`config.mk`:
```
export PLATFORM = sky130hd
export DESIGN_NAME = bypass_hazard_unit
export DESIGN_NICKNAME = d
export VERILOG_FILES = /design/src/rtl/bypass_hazard_unit.sv
export SDC_FILE = /design/constraint.sdc
export NUM_CORES = 1
export LEC_CHECK = 0
export ABC_AREA = 1
export CAP_MARGIN = 15
export CORE_MARGIN = 2
export CORE_UTILIZATION = 45
export DETAILED_ROUTE_END_ITERATION = 10
export PLACE_DENSITY = 0.75
export REMOVE_ABC_BUFFERS = 1
export SLEW_MARGIN = 20
export SYNTH_ARGS = -nofsm -noshare
export SYNTH_HDL_FRONTEND = slang
export SYNTH_SLANG_ARGS = --single-unit
```
`constraint.sdc`:
```
create_clock -name clk_i -period 2.8 [get_ports clk_i]
set_clock_uncertainty 0.15 [all_clocks]
set_input_delay 0.56 -clock clk_i [delete_from_list [all_inputs] [get_ports clk_i]]
set_output_delay 0.56 -clock clk_i [all_outputs]
set_load 0.005 [all_outputs]
```
`src/rtl/bypass_hazard_unit.sv`:
```
`default_nettype none
// ============================================================================
//  Module   : bypass_hazard_unit
//  Purpose  : ID-stage operand bypass select and decode-stall generation.
//             For each source operand it picks the register file or the
//             youngest matching in-flight producer. It stalls decode on
//             load-use, long-op busy registers, long-op WAW and long-unit
//             occupancy. It also owns the long-op busy scoreboard, the
//             outstanding long-op counter and a saturating stall counter.
//  Ports    : clk_i/rst_i        clock, synchronous active-high reset
//             id_*_i             decoding instruction (sources, dest, kind)
//             stg_*_i            per bypass stage producer info (0 = EX)
//             lo_done_i/lo_rd_*  long-latency unit completion
//             sel_o              per operand: 0 = RF, s+1 = stage s
//             stall_o            hold ID, insert bubble
//             lo_busy_o          scoreboard bits (debug)
//             stall_cnt_o        saturating stall-cycle count
//  Revision : 1.0 - initial release
// ============================================================================
module bypass_hazard_unit #(
  parameter int NUM_SRC    = 2,
  parameter int NUM_STAGES = 3,
  parameter int REG_ADDR_W = 5,
  parameter int MAX_LONG   = 2,
  parameter int SEL_W      = $clog2(NUM_STAGES + 1)
) (
  input  logic                             clk_i,
  input  logic                             rst_i,
  input  logic                             id_valid_i,
  input  logic [NUM_SRC*REG_ADDR_W-1:0]    id_rs_addr_i,
  input  logic [NUM_SRC-1:0]               id_rs_used_i,
  input  logic [REG_ADDR_W-1:0]            id_rd_addr_i,
  input  logic                             id_we_i,
  input  logic                             id_long_i,
  input  logic [NUM_STAGES-1:0]            stg_valid_i,
  input  logic [NUM_STAGES-1:0]            stg_we_i,
  input  logic [NUM_STAGES*REG_ADDR_W-1:0] stg_rd_addr_i,
  input  logic [NUM_STAGES-1:0]            stg_data_rdy_i,
  input  logic                             lo_done_i,
  input  logic [REG_ADDR_W-1:0]            lo_rd_addr_i,
  output logic [NUM_SRC*SEL_W-1:0]         sel_o,
  output logic                             stall_o,
  output logic [2**REG_ADDR_W-1:0]         lo_busy_o,
  output logic [31:0]                      stall_cnt_o
);

  localparam int NUM_REGS = 2**REG_ADDR_W;
  localparam int CNT_W    = $clog2(MAX_LONG + 1);
  localparam logic [CNT_W-1:0] MAX_LONG_C = CNT_W'(MAX_LONG);

  logic [NUM_REGS-1:0]      busy;
  logic [NUM_REGS-1:0]      busy_nxt;
  logic [CNT_W-1:0]         outstanding;
  logic [CNT_W-1:0]         outstanding_nxt;
  logic [31:0]              stall_cnt;

  logic [NUM_SRC*SEL_W-1:0] sel_raw;
  logic [NUM_SRC-1:0]       data_haz_v;
  logic [NUM_SRC-1:0]       busy_haz_v;
  logic                     waw_haz;
  logic                     occ_haz;
  logic                     stall;
  logic                     issue;
  logic                     done_eff;

  // --------------------------------------------------------------------------
  // Per-operand producer search
  // --------------------------------------------------------------------------
  for (genvar k = 0; k < NUM_SRC; k++) begin : g_src
    logic [REG_ADDR_W-1:0] rs;
    logic [NUM_STAGES-1:0] match;
    logic [SEL_W-1:0]      sel;
    logic                  data_haz;

    assign rs = id_rs_addr_i[k*REG_ADDR_W +: REG_ADDR_W];

    for (genvar s = 0; s < NUM_STAGES; s++) begin : g_stg
      assign match[s] = stg_valid_i[s] & stg_we_i[s] &
                        (stg_rd_addr_i[s*REG_ADDR_W +: REG_ADDR_W] == rs) &
                        (rs != '0) & id_rs_used_i[k];
    end

    // Walk from oldest to youngest so the youngest match overwrites; the
    // readiness of the winning stage alone decides the load-use hazard.
    always_comb begin
      sel      = '0;
      data_haz = 1'b0;
      for (int s = NUM_STAGES - 1; s >= 0; s--) begin
        if (match[s]) begin
          sel      = SEL_W'(s + 1);
          data_haz = ~stg_data_rdy_i[s];
        end
      end
    end

    assign sel_raw[k*SEL_W +: SEL_W] = sel;
    assign data_haz_v[k] = data_haz;
    assign busy_haz_v[k] = id_rs_used_i[k] & (rs != '0) & busy[rs];
  end

  // --------------------------------------------------------------------------
  // Long-unit hazards and stall
  // --------------------------------------------------------------------------
  assign waw_haz = id_long_i & id_we_i & (id_rd_addr_i != '0) & busy[id_rd_addr_i];
  // A completion this cycle frees a slot, so a full unit still accepts.
  assign occ_haz = id_long_i & (outstanding == MAX_LONG_C) & ~lo_done_i;

  assign stall = ~rst_i & id_valid_i &
                 ((|data_haz_v) | (|busy_haz_v) | waw_haz | occ_haz);

  assign issue    = id_valid_i & id_long_i & ~stall;
  // Completions with nothing outstanding (e.g. after a reset) are dropped.
  assign done_eff = lo_done_i & (outstanding != '0);

  // --------------------------------------------------------------------------
  // Scoreboard and counter next state
  // --------------------------------------------------------------------------
  always_comb begin
    busy_nxt = busy;
    if (lo_done_i) begin
      busy_nxt[lo_rd_addr_i] = 1'b0;
    end
    // Set after clear: a same-cycle issue to the completing register wins.
    if (issue && id_we_i && (id_rd_addr_i != '0)) begin
      busy_nxt[id_rd_addr_i] = 1'b1;
    end
    busy_nxt[0] = 1'b0;
  end

  always_comb begin
    outstanding_nxt = outstanding;
    case ({issue, done_eff})
      2'b10:   outstanding_nxt = outstanding + CNT_W'(1);
      2'b01:   outstanding_nxt = outstanding - CNT_W'(1);
      default: outstanding_nxt = outstanding;
    endcase
  end

  always_ff @(posedge clk_i) begin
    if (rst_i) begin
      busy        <= '0;
      outstanding <= '0;
      stall_cnt   <= '0;
    end else begin
      busy        <= busy_nxt;
      outstanding <= outstanding_nxt;
      if (stall && (stall_cnt != 32'hFFFF_FFFF)) begin
        stall_cnt <= stall_cnt + 32'd1;
      end
    end
  end

  // --------------------------------------------------------------------------
  // Outputs
  // --------------------------------------------------------------------------
  assign sel_o       = rst_i ? '0 : sel_raw;
  assign stall_o     = stall;
  assign lo_busy_o   = busy;
  assign stall_cnt_o = stall_cnt;

endmodule
`default_nettype wire

```
==> Yosys cells after proc, flatten, opt, wreduce, memory -nomap -nowiden <==
Index checks and enable logic that the tools add are counted.
{ "totals": {"rom_bits": 0, "latchBits": 0, "wordCells": 108, "in_bits": 52, "out_inout_bits": 69, "n_memories": 0, "ram_bits": 0, "register_bits": 66} }
{ "op_classes": {"add_sub_neg": 3, "n_bitwise": 47, "multipliers": 0, "order_cmp": 6, "n_eq_ne": 10, "shifts": 0, "n_reduce_logical": 12, "n_mux": 26, "div_mod_pow": 0} }
{ "ops": {"columns": ["cell", "count"], "rows": [
  ["2-to-1 mux 32 bit", 2],
  ["AND 1 bit", 35],
  ["adder 32 x 1 -> 32 bit, second input constant", 1],
  ["AND 32 bit", 1],
  ["!= test 32 bit, second input constant", 1],
  ["NOT 32 bit", 1],
  ["OR 32 bit", 1],
  ["equality test 5 bit", 6],
  ["less-than comparator 5 x 6 -> 1 bit, second input constant", 4],
  ["binary-select mux 1 bit (select 5 bit)", 3],
  ["nonzero test 5 bit", 3],
  ["2-to-1 mux 2 bit", 6],
  ["2-to-1 mux 1 bit", 11],
  ["demux 1 bit (select 5 bit)", 2],
  [">= comparator 5 x 1 -> 1 bit, second input constant", 2],
  ["NOT 1 bit", 6],
  ["logical AND 1 bit", 5],
  ["equality test 2 bit, second input constant", 2],
  ["2-to-1 mux 4 bit", 1],
  ["one-hot mux 2 bit (2 select lines)", 1],
  ["nonzero test 2 bit", 2],
  ["OR reduction 2 bit", 2],
  ["OR 1 bit", 3],
  ["adder 2 x 1 -> 2 bit, second input constant", 1],
  ["other kinds (2)", 2]
]} }

==> Logic depth before layout (Yosys ltp) <==
Gate-level depths: netlist (run 1).
{ "depth": {"ltp_word": 17, "depth_mapped": 23, "depth_no_buf": 21} }

==> Worst setup path after synthesis (run 1) <==
OpenSTA, ideal clock, no wires.
{ "synth_path": {"path_type": "in2reg", "startpoint": "in id_rs_addr_i[0]", "endpoint": "reg outstanding[1]", "cell_stages": 19, "n_path_buf": 3, "setup_time_ps": 70, "required_ps": 2580, "slack_ps": 86, "t_arrival_ps": 2495, "cell_sequence": "buf_4 buf_6 o211ai_1 nand3_1 nand3_1 nand2_1 nor2_1 nor2_1 nor2_2 nand2_4 nand2_4 buf_6 nand3_1 ha_1 inv_1 nand2_1 nor2_1 o21ai_0 a21oi_1"} }
{ "synth_between": {"elab_chain_cells": 16, "word_cells_on_any_way": 32, "classes_between": "eq/ne: 5; mux: 6; bitwise: 17; reduce/logical: 4"} }
{ "synth_rtl": {"columns": ["item", "line_no", "rtl"], "rows": [
  ["from (decl)", "30", "input logic [NUM_SRC*REG_ADDR_W-1:0] id_rs_addr_i,"],
  ["equality test 5 bit", "79", "(stg_rd_addr_i[s*REG_ADDR_W +: REG_ADDR_W] == rs) &"],
  ["AND 1 bit", "78", "assign match[s] = stg_valid_i[s] & stg_we_i[s] &"],
  ["AND 1 bit", "79", null],
  ["AND 1 bit", "80", "(rs != '0) & id_rs_used_i[k];"],
  ["2-to-1 mux 1 bit (3 in series)", "89", "if (match[s]) begin"],
  ["OR reduction 2 bit", "109", "((|data_haz_v) | (|busy_haz_v) | waw_haz | occ_haz);"],
  ["OR 1 bit (*) (3 in series)", "109", null],
  ["AND 1 bit (*)", "108", "assign stall = ~rst_i & id_valid_i &"],
  ["NOT 1 bit (*)", "111", "assign issue = id_valid_i & id_long_i & ~stall;"],
  ["AND 1 bit (*)", "111", null],
  ["equality test 2 x 1 -> 1 bit or equality test 2 bit (tied branches)", "132", "case ({issue, done_eff})"],
  ["one-hot mux 2 bit (2 select lines) or nonzero test 2 bit (tied branches)", null, null],
  ["to (signal assigned)", "146", "outstanding <= outstanding_nxt;"],
  ["to (decl)", "53", "logic [CNT_W-1:0] outstanding;"]
]} }
Mark *: on every way between the ends. The rest lies on a longest branch, timed or not. The select of a mux whose other input is x is not followed.
A chain may end at the register's enable or synchronous reset.

==> Final worst setup path (run 1) <==
{ "layout_path": {"startpoint": "in stg_valid_i[0]", "endpoint": "out sel_o[2]"} }
{ "layout_between": {"elab_chain_cells": 6} }
{ "layout_rtl": {"columns": ["item", "line_no", "rtl"], "rows": [
  ["from (decl)", "35", "input logic [NUM_STAGES-1:0] stg_valid_i,"],
  ["AND 1 bit (2 in series)", "78", null],
  ["AND 1 bit", "79", null],
  ["AND 1 bit", "80", null],
  ["2-to-1 mux 2 bit", "89", null],
  ["2-to-1 mux 4 bit", "156", "assign sel_o = rst_i ? '0 : sel_raw;"],
  ["to (decl)", "41", "output logic [NUM_SRC*SEL_W-1:0] sel_o,"]
]} }
No other way between the ends.

==> results.sh, run 1 <==
export IMPL_use_met2=0.5063
export IMPL_synth_edf_count=0
export IMPL_fillCellCount=1147
export IMPL_ioPinCount=121
export IMPL_dieArea_um2=13200
export IMPL_critPathTopFamily="buffers and inverters"
export IMPL_nNetsFinal=1161
export IMPL_ant_nets=0
export IMPL_num_rows=40
export IMPL_cts_htree_levels=3
export IMPL_yosysTopAreaCell="dfxtp_1"
export IMPL_diodes=0
export IMPL_ys_seq_area_frac=0.2352
export IMPL_met1_usage=0.3995
export IMPL_dr_pass1_iters=5
export IMPL_setup_ws_ns=0.02117
export IMPL_multiInputGateArea_um2=3721
export IMPL_start_util=0.4606
export IMPL_dp_hpwl_mm=14.72
export IMPL_cp_start_kind="input port"
export IMPL_clkTransAtPathRegs_ns=0.06
export IMPL_grt_total_usage=0.3098
export IMPL_crit_slowest_cell="clkdlybuf4s50_1"
export IMPL_grt_util_met3=0.06431
export IMPL_cts_num_sinks=65
export IMPL_cp_max_fo=3
export IMPL_port_buffer_count=119
export IMPL_path_cells="clkdlybuf4s50_1, nand2_1, inv_1, nand3_1, nor2_2, nand3_4, buf_4, a21oi_1, dlygate4sd2_1"
export IMPL_wire_per_inst_um=16.39
export IMPL_status="completed"
export IMPL_final_area_um2=7724
export IMPL_grt_pass1_vias=6532
export IMPL_drv_slew=0
export IMPL_min_period_ns=2.779
export IMPL_maxCapViolations=0
export IMPL_first_iter_violations=769
export IMPL_r2r_cells=19
export IMPL_hp_start="stall_cnt_o[31]"
export IMPL_crit_required_ns=2.09
export IMPL_vias_per_cell=5.649
export IMPL_cts_tree="yes"
export IMPL_power_density_nw_per_um2=323.6
export IMPL_fin_tns_setup_ns=0
export IMPL_hold_worst_slack_ns=0.3297
export IMPL_synth_flop_cell="dfxtp_1"
export IMPL_synth_avg_cell_area_um2=5.962
export IMPL_cpPeakStageDelay_ns=0.46
export IMPL_final_util=0.6430
export IMPL_yosys_top_cells_count="nand2_1 (257), nor2_1 (93), inv_1 (84)"
export IMPL_top_usage_layer="met2"
export IMPL_hold_path_class="flop to flop"
export IMPL_vias=7095
export IMPL_fmaxAchievable_mhz=359.9
export IMPL_synth_area_top_cells="dfxtp_1 (24%), nand2_1 (17%), nand4_1 (7.6%)"
export IMPL_gp_congestion=0.9708
export IMPL_yosys_warnings=0
export IMPL_drive_above_1_share=0.1776
export IMPL_core_area_um2=12010
export IMPL_insertion_delay_ns=0.34
export IMPL_hold_violations=0
export IMPL_cts_max_path_buffers=2
export IMPL_power_leakage_uw=0.003193
export IMPL_r2r_start="lo_busy_o[5]"
export IMPL_post_route_period_util=0.9924
export IMPL_grt_max_degree=41
export IMPL_vdd_drop_max_v=0.0002401
export IMPL_die_y_um=114.9
export IMPL_drc=0
export IMPL_cts_buffers=9
export IMPL_timing_rr_end="outstanding[1]"
export IMPL_cp_num_buf_inv=4
export IMPL_end_kind="primary output"
export IMPL_hold_depth=2
export IMPL_cts_root_buf="clkbuf_16"
export IMPL_overflow=0
export IMPL_place_area_um2=7217
export IMPL_netlist_area_leader_share=0.2352
export IMPL_ys_seq_elements=65
export IMPL_hold_end="stall_cnt_o[31]"
export IMPL_seqCellArea_um2=1301
export IMPL_die_x_um=114.9
export IMPL_ys_types=35
export IMPL_syn2layout_area_growth_pct=39.60
export IMPL_setup_violations=0
export IMPL_regToRegSetupSlack_ns=0.33
export IMPL_rsz0062_at_grt="yes"
export IMPL_async_flop_share=0
export IMPL_synth_most_common_cell="nand2_1"
export IMPL_antenna_found_initial=0
export IMPL_place_ws_ns=-0.7205
export IMPL_syn_area_um2=5533
export IMPL_drt_total_wl_mm=20.59
export IMPL_arrival_ns=2.07
export IMPL_grt_pass1_wl_mm=32.46
export IMPL_path_class="input port to primary output"
export IMPL_synth_cells=928
-- worst reg2reg max path, cell delays in order, from the launching register on --
cell and delay [ns]:
dfxtp_1 0.42, inv_1 0.08, nand2_1 0.07, nand3_1 0.08, nand3_1 0.14, nand3_1 0.10
nand3_1 0.08, nand2_1 0.06, nor2_2 0.14, nor2_4 0.07, nand2_4 0.08, nand2_4 0.05
buf_4 0.14, nand3_2 0.08, ha_4 0.21, inv_2 0.06, nand2_1 0.07, nor2_2 0.13
o21ai_1 0.07, a21oi_1 0.11
-- how the worst max path moves through the flow --
stage                           startpoint             end  slack (ns)  cells after the start
after global routing      stg_rd_addr_i[5]         stall_o       -0.06                     16
after global placement     id_rs_addr_i[5]         stall_o       -0.75                     13
after CTS                  id_rs_addr_i[3]         stall_o       -0.02                     15
final                       stg_valid_i[0]        sel_o[2]        0.02                      9
after floorplan                 id_valid_i  outstanding[1]       -0.28                     10
after detailed placement   id_rs_addr_i[0]         stall_o       -0.72                     14
-- cell families (layout without fill, tap and decap cells) --
family	count (synthesis)	after routing	synth area share
flops	65	65	0.2352
other cells	1	1	0.0006778
compound gates	143	143	0.1373
xor+xnor	36	36	0.05699
simple gates	537	537	0.4389
fa+ha+maj	2	2	0.004522
buf+inv	144	325	0.1264
-- routing by layer --
metal / up-vias / share of wire
met5: - / 0
met4: 0 / 0.038
met3: 71 / 0.10
met2: 421 / 0.46
met1: 3156 / 0.41
li1: 3447 / -
-- per-stage QoR --
stage | total power (uW) | std cells
floorplan | 1173 | 882
global placement | 1473 | 1230
detailed placement | 1475 | 1230
CTS | 2479 | 1252
global route | 2602 | 1256
finish | 2499 | 1256
-- registers in the layout, summed over array words and instances (netlist names) --
register and count:
stall_cnt_o 32, lo_busy_o 31, outstanding 2
-- where the power goes --
part	leakage, uW	switching (uW)	total [uW]	internal, uW
clock network	0.000120	411	994	583
logic	0.00255	339	563	225
registers	0.000524	9.15	942	933
total	0.00319	758	2500	1740
-- final cells by class --
type                            count  share of cell area
Tap cell                          147             0.02381
Sequential cell                    65              0.1685
Clock inverter                      3            0.002754
Inverter                           98             0.04860
Timing Repair Buffer              214              0.2449
Clock buffer                       10             0.02965
Multi-Input combinational cell    719              0.4818
-- repair_timing --
| action | CTS | global route |
|---|---|---|
| hold buffers | 0 | 0 |
| setup endpoints to repair | 70 | 57 |
| endpoints found under the hold margin | 0 | 0 |
| setup buffers | 9 | 4 |
| gates resized for setup | 104 | 52 |
| pin swaps | 27 | 31 |
-- layout by cell type (no fill, tap or decap), drive strengths merged --
| cell | Yosys | layout |
|---|---|---|
| o22ai | 1 | 1 |
| clkinvlp | 0 | 1 |
| o211a | 1 | 1 |
| nand3 | 67 | 67 |
| clkbuf | 14 | 18 |
| clkdlybuf4s15 | 0 | 7 |
| dlygate4sd2 | 0 | 18 |
| conb | 1 | 1 |
| ha | 2 | 2 |
| nor2 | 101 | 101 |
| xor2 | 30 | 30 |
| dfxtp | 65 | 65 |
| nor3 | 29 | 29 |
| nand4 | 68 | 68 |
| o21a | 1 | 1 |
| clkdlybuf4s50 | 0 | 79 |
| o21ai | 45 | 45 |
| nand3b | 1 | 1 |
| nand2 | 260 | 260 |
| inv | 98 | 98 |
| o211ai | 14 | 14 |
| buf | 32 | 102 |
| nor4 | 11 | 11 |
| clkinv | 0 | 2 |
| a21oi | 81 | 81 |
| xnor2 | 6 | 6 |
Note: power is estimated with default switching activity, not from simulation.
==> run 2: changes to the inputs <==
- CELL_PAD_IN_SITES_DETAIL_PLACEMENT: default -> 0
- CELL_PAD_IN_SITES_GLOBAL_PLACEMENT: default -> 1
- CORE_UTILIZATION: 45 -> 32
- PLACE_DENSITY: 0.75 -> default
- PLACE_DENSITY_LB_ADDON: default -> 0.1
==> run 2 against run 1 <==
Against the previous run: utilization shrank 17 points; register-to-register slack about the same; critical endpoint unchanged; final cell count up 8.0%; setup slack gained 0.019 ns; die area increased by 39%; largest power group unchanged.
==> results.sh, run 2 (synthesis results as in run 1) <==
export IMPL_overflow=0
export IMPL_stdcell_count=1356
export IMPL_port_buffer_count=119
export IMPL_cts_num_sinks=65
export IMPL_dp_hpwl_mm=16.70
export IMPL_crit_required_ns=2.09
export IMPL_dr_pass1_iters=5
export IMPL_min_period_ns=2.760
export IMPL_crit_slowest_cell="dlygate4sd2_1"
export IMPL_grt_max_degree=39
export IMPL_antenna_found_initial=0
export IMPL_dieArea_um2=18360
export IMPL_vdd_drop_max_v=0.0003142
export IMPL_grt_pass1_wl_mm=35.53
export IMPL_fmaxAchievable_mhz=362.4
export IMPL_cpMostUsedCell="buf_4"
export IMPL_start_util=0.3232
export IMPL_syn2layout_area_growth_pct=46.22
export IMPL_cp_max_fo=3
export IMPL_vias_per_cell=5.136
export IMPL_cts_htree_levels=3
export IMPL_drc=0
export IMPL_setup_violations=0
export IMPL_place_ws_ns=-0.9429
export IMPL_first_iter_violations=336
export IMPL_num_rows=48
export IMPL_die_x_um=135.5
export IMPL_combPwrFrac=0.216
export IMPL_p_seq_frac=0.336
export IMPL_grt_total_usage=0.2510
export IMPL_fin_tns_setup_ns=0
export IMPL_cpPeakStageDelay_ns=0.26
export IMPL_cts_root_buf="clkbuf_16"
export IMPL_maxCapViolations=0
export IMPL_cts_tree="yes"
export IMPL_path_cells="dlygate4sd2_1, inv_1, nand2_1, nand2_1, nor2_1, nand3_2, buf_4, buf_4, buf_4, buf_4, nand3_1, a21oi_1, buf_2"
export IMPL_cts_buffers=9
export IMPL_p_clk_frac=0.448
export IMPL_end_kind="primary output"
export IMPL_slew_headroom=0.6468
export IMPL_final_cell_mix="nand2_1 (250), buf_4 (102), nor2_1 (78), a21oi_1 (78), clkdlybuf4s50_1 (77)"
export IMPL_insertion_delay_ns=0.34
export IMPL_hold_path_class="flop to flop"
export IMPL_largest_register_ffs=32
export IMPL_cp_start_kind="input port"
export IMPL_status="completed"
export IMPL_nNetsFinal=1180
export IMPL_drt_total_wl_mm=22.95
export IMPL_wire_per_inst_um=16.92
export IMPL_hold_violations=0
export IMPL_tightest_slew_ns=0.5257
export IMPL_power_switching_uw=828.6
export IMPL_gp_congestion=0.9148
export IMPL_setup_ws_ns=0.04045
export IMPL_arrival_ns=2.05
export IMPL_drive_above_1_share=0.1998
export IMPL_diodes=0
export IMPL_ioPinCount=121
export IMPL_drv_slew=0
export IMPL_die_y_um=135.5
export IMPL_final_common_cell="nand2_1"
export IMPL_switching_share=0.2957
export IMPL_cts_max_path_buffers=2
export IMPL_path_class="input port to primary output"
export IMPL_vias=6965
export IMPL_post_place_cells=1306
export IMPL_grt_pass1_vias=6622
export IMPL_final_util=0.4727
export IMPL_post_route_period_util=0.9856
export IMPL_power_leakage_uw=0.003368
export IMPL_power_density_nw_per_um2=346.3
export IMPL_clkTransAtPathRegs_ns=0.07
export IMPL_core_area_um2=17120
export IMPL_p_int_uw=1973
export IMPL_ant_nets=0
export IMPL_hold_buffers=0
[run 2: power by group through the flow]
stage	logic [uW]	clock network [uW]	registers (uW)
global placement	531	0	962
detailed placement	530	0	962
global route	660	1310	942
CTS	580	1290	941
floorplan	214	0	959
finish	604	1260	941
[run 2: worst paths after layout]
kind                         start  slack, ns         endpoint  cells after the start
hold reg to reg    stall_cnt_o[31]       0.34  stall_cnt_o[31]                      2
setup reg to reg     lo_busy_o[18]       0.32   outstanding[1]                     17
setup / recovery  stg_rd_addr_i[5]       0.04         sel_o[2]                     13
hold / removal     stall_cnt_o[31]       0.34  stall_cnt_o[31]                      2
[run 2: worst max-delay path: cells and delay by family]
family / cells / cell delay, ns
buffers and inverters: 7 / 0.98
AND/OR/NAND/NOR: 5 / 0.43
AO/OA/AOI/OAI: 1 / 0.07
[run 2: cell type report]
| type | instances | area [um^2] |
|---|---|---|
| Clock buffer | 9 | 225.2 |
| Multi-Input combinational cell | 719 | 3717 |
| Clock inverter | 7 | 101.3 |
| Tap cell | 225 | 281.5 |
| Fill cell | 1834 | 9026 |
| Timing Repair Buffer | 233 | 2081 |
| Sequential cell | 65 | 1301 |
| Inverter | 98 | 382.9 |
[run 2: metal layers]
metal	wire (um)	vias to the layer above	GRT usage
li1	-	3490	-
met1	9643	3164	0.3178
met2	11010	264	0.4270
met3	1537	47	0.04377
met4	759	0	0.09317
met5	0	-	0
[run 2: through the flow]
step	area [um^2]	total power (uW)	hold slack [ns]
floorplan	5204	1173	0.2936
global placement	7300	1493	0.3153
detailed placement	7300	1491	0.3330
CTS	7970	2808	0.3451
global route	8090	2916	0.3739
finish	8090	2802	0.3353
[run 2: timing repair]
item                                   4_1_cts  5_1_grt
pin swaps                                   34       37
buffers inserted                            24        9
resized for setup                          123       59
setup endpoints to repair                   46       39
endpoints found under the hold margin        0        0
gates cloned                                 2        0
==> run 3: changes to the inputs <==
- GPL_ROUTABILITY_DRIVEN: default -> 0
- RECOVER_POWER: default -> 100
==> run 3 against run 2 <==
Against the previous run: clock power decreased by 12%; hold slack worse by 0.0055 ns; register-to-register slack got worse by 0.07 ns; die area is the same; wire length rose by 0.36%; setup slack better by 0.031 ns; non-clock buffer count shrank 5; sequential share of layout area increased by 0.16 points; count of clock-buffer cells in the layout increased by 2; power down 4.9%; utilization decreased by 0.46 points; via count down 1.1%; critical path type unchanged; largest power group unchanged.
==> results.sh, run 3 (synthesis results as in run 1) <==
export IMPL_status="completed"
export IMPL_cts_htree_levels=3
export IMPL_arrival_ns=2.02
export IMPL_post_route_period_util=0.9746
export IMPL_hp_start="stall_cnt_o[31]"
export IMPL_hold_worst_slack_ns=0.3298
export IMPL_stdcell_count=1351
export IMPL_port_buffer_count=119
export IMPL_maxCapViolations=0
export IMPL_diodes=0
export IMPL_fmaxAchievable_mhz=366.5
export IMPL_syn2layout_area_growth_pct=44.80
export IMPL_ioPinCount=121
export IMPL_final_util=0.4681
export IMPL_final_common_cell="nand2_1"
export IMPL_drive_above_1_share=0.2069
export IMPL_dr_pass1_iters=5
export IMPL_regToRegSetupSlack_ns=0.25
export IMPL_hold_path_class="flop to flop"
export IMPL_grt_max_degree=39
export IMPL_dieArea_um2=18360
export IMPL_hold_violations=0
export IMPL_slew_headroom=0.6454
export IMPL_fin_tns_setup_ns=0
export IMPL_hold_buffers=0
export IMPL_min_period_ns=2.729
export IMPL_overflow=0
export IMPL_first_iter_violations=366
export IMPL_dp_hpwl_mm=16.57
export IMPL_crit_required_ns=2.09
export IMPL_insertion_delay_ns=0.35
export IMPL_path_class="input port to primary output"
export IMPL_grt_pass1_wl_mm=35.62
export IMPL_cp_start_kind="input port"
export IMPL_grt_pass1_vias=6600
export IMPL_ant_nets=0
export IMPL_largest_register_ffs=32
export IMPL_grt_total_usage=0.2512
export IMPL_cts_root_buf="clkbuf_16"
export IMPL_path_cells="buf_2, buf_6, xor2_1, nor2_1, nand4_1, nand3_2, nand2_2, nor2_4, nand2_4, nand2_4, inv_4, buf_6"
export IMPL_core_area_um2=17120
export IMPL_hold_depth=2
export IMPL_drv_slew=0
export IMPL_place_area_um2=7292
export IMPL_final_cell_mix="nand2_1 (246), buf_4 (87), a21oi_1 (77)"
export IMPL_setup_violations=0
export IMPL_nNetsFinal=1175
export IMPL_crit_slowest_cell="nor2_1"
export IMPL_die_y_um=135.5
export IMPL_cts_buffers=9
export IMPL_power_density_nw_per_um2=332.5
export IMPL_wire_per_inst_um=17.05
export IMPL_hold_end="stall_cnt_o[31]"
export IMPL_num_rows=48
export IMPL_cpPeakStageDelay_ns=0.25
export IMPL_vdd_drop_max_v=0.0003035
export IMPL_start_util=0.3232
export IMPL_cts_tree="yes"
export IMPL_r2r_start="lo_busy_o[7]"
export IMPL_cp_max_fo=4
export IMPL_final_area_um2=8011
export IMPL_timing_rr_end="stall_cnt_o[8]"
export IMPL_tightest_slew_ns=0.5278
export IMPL_power_leakage_uw=0.003533
export IMPL_cts_max_path_buffers=2
export IMPL_vias_per_cell=5.098
export IMPL_drc=0
export IMPL_antenna_found_initial=0
export IMPL_r2r_cells=16
export IMPL_cts_num_sinks=65
export IMPL_end_kind="primary output"
export IMPL_vias=6887
export IMPL_post_place_cells=1305
export IMPL_die_x_um=135.5
export IMPL_clkTransAtPathRegs_ns=0.06
export IMPL_drt_total_wl_mm=23.03
## run 3: cell types whose count changed in the layout (fill, tap and decap cells not counted), sizes merged, moves of 2 or more
cell / previous run / this run
buf: 126 / 113
dlygate4sd3: 0 / 61
dlygate4sd2: 16 / 11
clkdlybuf4s15: 5 / 2
clkdlybuf4s50: 77 / 15
bufinv: 2 / 0
clkbuf: 15 / 35
## run 3: layer usage
layer  GRT usage  vias to the layer above  wire, um
li1            -                     3471         -
met1      0.3205                     3179     10030
met2      0.4320                      206     11260
met3     0.04602                       31      1282
met4     0.07407                        0       458
met5           0                        -         0
## run 3: how the worst max path moves through the flow
| stage | end | startpoint | slack [ns] |
|---|---|---|---|
| after floorplan | outstanding[1] | id_valid_i | -0.28 |
| after global placement | outstanding[1] | id_rs_addr_i[5] | -0.91 |
| after detailed placement | outstanding[1] | id_rs_addr_i[1] | -0.93 |
| after CTS | sel_o[0] | id_rs_addr_i[0] | 0.002 |
| after global routing | outstanding[1] | id_rs_addr_i[9] | -0.02 |
| final | stall_o | id_rs_addr_i[2] | 0.07 |
## run 3: repair_timing
| action | in CTS | in global routing |
|---|---|---|
| pin swaps | 31 | 48 |
| endpoints found under the setup margin | 39 | 38 |
| resized for setup | 118 | 91 |
| gates cloned | 3 | 1 |
| setup buffers | 19 | 7 |
## run 3: final cells by class
type | instances | area, um^2
Fill cell | 1885 | 9105
Multi-Input combinational cell | 719 | 3735
Timing Repair Buffer | 228 | 2024
Sequential cell | 65 | 1301
Inverter | 98 | 377.9
Tap cell | 225 | 281.5
Clock buffer | 11 | 252.7
Clock inverter | 5 | 38.79
## run 3: worst max-delay path, delay by kind of cell
kind,cells,cell delay (ns)
and+or+nand+nor,7,0.87
buffers and inverters,4,0.43
xor gates and xnor gates,1,0.15
## run 3: through the flow
step	setup WS, ns	total power, uW
after floorplan	-0.2801	1173
after global placement	-0.9141	1493
after detailed placement	-0.9273	1489
after CTS	0.001513	2652
after global routing	-0.01637	2784
final	0.07126	2664
## run 3: where the power goes
group / total [uW] / switching, uW / internal [uW]
Clock: 1110 / 459 / 652
Sequential: 942 / 9.38 / 932
Combinational: 611 / 359 / 252
Total: 2660 / 827 / 1840
